===== src/rtl/mux_4_pkg.sv =====
// mux_4_pkg: shared constants for the write-back data selector.
//   XLEN       - architectural data width, default data path width of mux_4
//   src_sel_e  - encodings of the register-unit write-data source select
package mux_4_pkg;

  localparam int XLEN = 32;

  typedef enum logic [1:0] {
    SRC_ALU  = 2'b00,
    SRC_MEM  = 2'b01,
    SRC_PC4  = 2'b10,
    SRC_RSVD = 2'b11
  } src_sel_e;

endpackage


===== src/rtl/mux_4.sv =====
// mux_4: write-back data selector with a registered copy and a sticky
// reserved-select flag.
//   clk          - rising-edge clock
//   rst          - asynchronous active-high reset
//   Sumador      - PC+4 adder result
//   DataRd       - data-memory read data
//   ALURes       - ALU result
//   RUDataWrSrc  - write-data source select (src_sel_e encoding)
//   MUX4Res      - selected data, purely combinational
//   MUX4ResQ     - MUX4Res delayed by one clock
//   SelErr       - set when the reserved select code is sampled, held until rst
module mux_4
  import mux_4_pkg::*;
#(
  parameter int                WIDTH       = XLEN,
  parameter logic [WIDTH-1:0]  DEFAULT_VAL = '0
) (
  input  logic             clk,
  input  logic             rst,
  input  logic [WIDTH-1:0] Sumador,
  input  logic [WIDTH-1:0] DataRd,
  input  logic [WIDTH-1:0] ALURes,
  input  logic [1:0]       RUDataWrSrc,
  output logic [WIDTH-1:0] MUX4Res,
  output logic [WIDTH-1:0] MUX4ResQ,
  output logic             SelErr
);

  // Unknown select bits match none of the legal items and fall into the
  // default branch, so X/Z on the select never leaks onto the data path.
  always_comb begin
    MUX4Res = DEFAULT_VAL;
    case (RUDataWrSrc)
      SRC_ALU: MUX4Res = ALURes;
      SRC_MEM: MUX4Res = DataRd;
      SRC_PC4: MUX4Res = Sumador;
      default: MUX4Res = DEFAULT_VAL;
    endcase
  end

  always_ff @(posedge clk or posedge rst) begin
    if (rst) begin
      MUX4ResQ <= '0;
      SelErr   <= 1'b0;
    end else begin
      MUX4ResQ <= MUX4Res;
      // Sticky: only reset clears it, legal selects never do.
      if (RUDataWrSrc == SRC_RSVD) begin
        SelErr <= 1'b1;
      end
    end
  end

endmodule


===== config.mk =====
export PLATFORM = sky130hd
export DESIGN_NAME = mux_4
export DESIGN_NICKNAME = d
export VERILOG_FILES = /design/src/rtl/mux_4_pkg.sv /design/src/rtl/mux_4.sv
export SDC_FILE = /design/constraint.sdc
export NUM_CORES = 1
export LEC_CHECK = 0
export CAP_MARGIN = 20
export CORE_ASPECT_RATIO = 0.75
export CORE_MARGIN = 2
export CORE_UTILIZATION = 28
export DETAILED_ROUTE_END_ITERATION = 7
export GPL_TIMING_DRIVEN = 0
export PLACE_DENSITY = 0.88
export SYNTH_ARGS = -nofsm -noshare
export SYNTH_HDL_FRONTEND = slang
export SYNTH_SLANG_ARGS = --single-unit
export TNS_END_PERCENT = 20

===== constraint.sdc =====
create_clock -name clk -period 1.48 [get_ports clk]
set_clock_uncertainty 0.15 [all_clocks]
set_input_delay 0.444 -clock clk [delete_from_list [all_inputs] [get_ports clk]]
set_output_delay 0.444 -clock clk [all_outputs]
set_load 0.03 [all_outputs]

Yosys cells after proc, flatten, opt, wreduce, memory -nomap -nowiden
Index checks and enable logic that the tools add are counted.
W data, S select, Z words.
Storage, ports and cells
  output and inout port bits: 65
  register bits after elaboration: 33
  input bits: 100
Operators by class
  equal/unequal tests: 3
  reduce and logical (&&, ||, !) cells: 1
  multiplexer cells: 1
Operators by type and width (count)
  $pmux W32 S3: 1
  $eq A2 B2 Y1 const B: 2
  $eq A2 B1 Y1 const B: 1
  $logic_not A2 Y1: 1

Depth between registers and ports, before layout
  depth after elaboration: 2
  mapped depth: 5

Least setup slack after synthesis
Ideal clock, no wire load.
  kind: input-to-output
  start: input RUDataWrSrc[1]
  end: output MUX4Res[27]
  required time: 0.886 ns
  stages on the path: 3
  slack: -0.322 ns
  path buffers: 1
  arrival: 1.208 ns
  path through: buf_6 mux2i_1 o2bb2ai_1
Between the ends
  cells in the longest elaborated chain, start to end: 2
Ends and longest elaborated chain
  start, declared: RTL line mux_4.sv:23  | input logic [1:0] RUDataWrSrc,
  $eq A2 B2 Y1, or another cell as far along: RTL line mux_4.sv:33  | case (RUDataWrSrc)
  $pmux W32 S3 *: RTL line mux_4.sv:33
  end, declared: RTL line mux_4.sv:24  | output logic [WIDTH-1:0] MUX4Res,
Mark *: on every way between the ends. The rest lies on a longest branch, timed or not.

Worst setup path in the final report
  start: input RUDataWrSrc[1]
  end: output MUX4Res[22]
Same word-level chain as after synthesis.

==> metrics.csv <==
stage,metric,value,unit
floorplan,row_count,25,
grt,grt_max_degree,19,
placed_design,post_dp_cell_area,4080,um2
clock_network,cts_hold_buf,0,
placed_design,post-dp-hpwl,5160,um
timing,fin_ws,-0.408,ns
timing,setup_tns,-13.39,ns
placed_design,pre_cts_slack,-0.997,ns
routing,wl_per_cell,17.8,um
layout,drive_gt1_frac,0.559,
clock_network,cts_buffers,5,
grt,grt_pass1_vias,1947,
floorplan,die_y,73.1,um
floorplan,io_pins,165,
worst_setup_path,worstPathRequired,0.89,ns
synthesis,synth_nets,212,
routing,ant_nets,0,
floorplan,core-area,6220,um2
timing,setup_viol,65,
clock_network,clk_path_buf_depth,2,
synthesis,synth.area.mux_share,0.180,
synthesis,synth.distinct_cells,10,
routing,vias,1762,
routing,route.detailed.drc,0,
clock_network,cts_root_buf,clkbuf_8,
layout,diodes,0,
grt,grt_pass1_wl,9640,um
synthesis,synth_compound_area_frac,0.267,
synthesis,yosys-top-cells-area,"dfrtp_1, o2bb2ai_2, mux2i_1",
outcome,status,"complete, but fails checks",
layout,post-route-util,0.743,
synthesis,syn_inst,112,
min_path,hp-class,in -> reg,
timing,clock.fmax,0.530,GHz
worst_setup_path,crit_fanout,8,
synthesis,synthAdderAreaFrac,0,
timing,min_period,1.89,ns
power_and_ir_drop,peakVddDrop,0.503,mV
grt,track_usage,0.184,
synthesis,synth_top_family_by_area,compound AO/OA/AOI/OAI gates,
synthesis,yosysTopAreaCell,dfrtp_1,
synthesis,synth_seq_cells,33,
layout,nNetsFinal,403,
grt,grt_overflow_total,0,
layout,final_cell_mix,"dlygate4sd2_1, dfrtp_1, clkdlybuf4s15_2",
synthesis,yosys.area_share.simple,0.00772,
routing,vias_per_cell,4.58,
placed_design,portBuffers,162,
timing,slew_violations,0,
synthesis,synth_xor_area_frac,0,
timing,post-route-period-util,1.28,
timing,worst_pin_slew,0.712,ns
placed_design,gp_congestion,0.766,
clock_network,cts_htree_levels,2,
clock_network,cts_tree,built,
grt,antenna_found_initial,0,
synthesis,syn_area,1780,um2
layout,areaGrowthSynthToFinish,160,%
worst_setup_path,start_kind,input port,
worst_setup_path,crit_type,in -> out,
routing,wl,6860,um
routing,initialDrtViolationCount,21,
synthesis,synth.yosys.seq_area_share,0.463,
power_and_ir_drop,p_leak,1.89,nW
synthesis,yosysWarningCount,0,
clock_network,clock_sinks,33,
synthesis,synth_top_area_frac,0.463,
floorplan,initial_core_util,0.286,
layout,final_common_cell,dlygate4sd2_1,
routing,first_pass_iters,4,
flow_run,timing.max_cap.violations,0,
layout,finish.instance_area,4620,um2
outcome,violations,setup timing,
floorplan,dieArea,7020,um2
synthesis,avgSynthCellArea,15.9,um2
timing,rsz0062_at_grt,yes,
clock_network,clk-insertion-delay-late,0.28,ns
worst_setup_path,end_kind,output port,
worst_setup_path,arrival,1.29,ns
timing,finalHoldViolCount,0,
power_and_ir_drop,power.density,705,nW/um2
floorplan,fp.dieW,96.1,um
clock_network,clk_pin_slew,0.07,ns
timing,maxSlewHeadroom,0.525,
[worst paths after layout]
kind / cells after the start / end / from / slack (ns)
hold reg to reg: 1 / SelErr / SelErr / 0.31
hold / removal: 2 / MUX4ResQ[27] / RUDataWrSrc[0] / 0.22
setup / recovery: 6 / MUX4Res[22] / RUDataWrSrc[1] / -0.41
min in group asynchronous: 2 / MUX4ResQ[17] / rst / 0.45
setup reg to reg: 1 / SelErr / SelErr / 0.70
max in group asynchronous: 3 / MUX4ResQ[27] / rst / 0.19
[what timing repair did]
action | CTS | global route
setup endpoints to repair | 65 | 65
pin swaps | 29 | 0
buffers inserted | 11 | 7
gates resized for setup | 403 | 18
cloned | 0 | 3
[routing by layer]
metal / part of all wire / vias to the layer above / global-route usage / wire (um)
met4: 0.0082 / 0 / 0.0444 / 56
li1: - / 813 / - / -
met2: 0.52 / 102 / 0.346 / 3560
met1: 0.35 / 840 / 0.184 / 2390
met3: 0.13 / 7 / 0.0847 / 859
met5: 0 / - / 0 / 0
[Yosys cell counts, drive strengths merged]
cell and n:
mux2i 32, nor2b 1, o2bb2ai 32, inv 1, buf 12, a21o 1
dfrtp 33
[where the power goes]
group          leakage (nW)  switching [mW]  total [mW]  internal, mW
Combinational          1.43           0.747        1.51         0.760
Sequential            0.407          0.0214       0.996         0.974
Clock                0.0542           0.337       0.758         0.421
Total                  1.89            1.11        3.26          2.15
[state kept, by name, summed over array words and instances (netlist names)]
name and cells:
SelErr 1, MUX4ResQ 32
[logic make-up (layout without fill, tap and decap cells)]
family / Yosys count / after routing
flops: 33 / 33
compound gates: 33 / 33
mux: 32 / 32
buf+inv: 13 / 205
simple gates: 1 / 1
[stage by stage]
stage / instances / power (mW) / hold WS (ns)
3_5_place_dp: 356 / 2.42 / 0.294
2_1_floorplan: 112 / 1.75 / 0.423
3_3_place_gp: 355 / 2.39 / 0.289
6_report: 385 / 3.26 / 0.225
5_1_grt: 385 / 3.42 / 0.214
4_1_cts: 375 / 3.22 / 0.213
[critical path, cell delays in order]
cell	delay, ns
buf_12	0.13
nor2b_4	0.12
buf_12	0.15
clkbuf_16	0.17
o2bb2ai_4	0.12
buf_6	0.15
[area by class of cell]
cell class	instances	area, um2
well taps	81	101
plain buffers	12	205
fillers	402	1600
multi-input cells	66	1530
inverters	1	3.75
flip-flops and latches	33	826
clock inverters	1	5.00
repair buffers	184	1860
clock buffers	7	96.3
(Power assumes the default switching activity.)
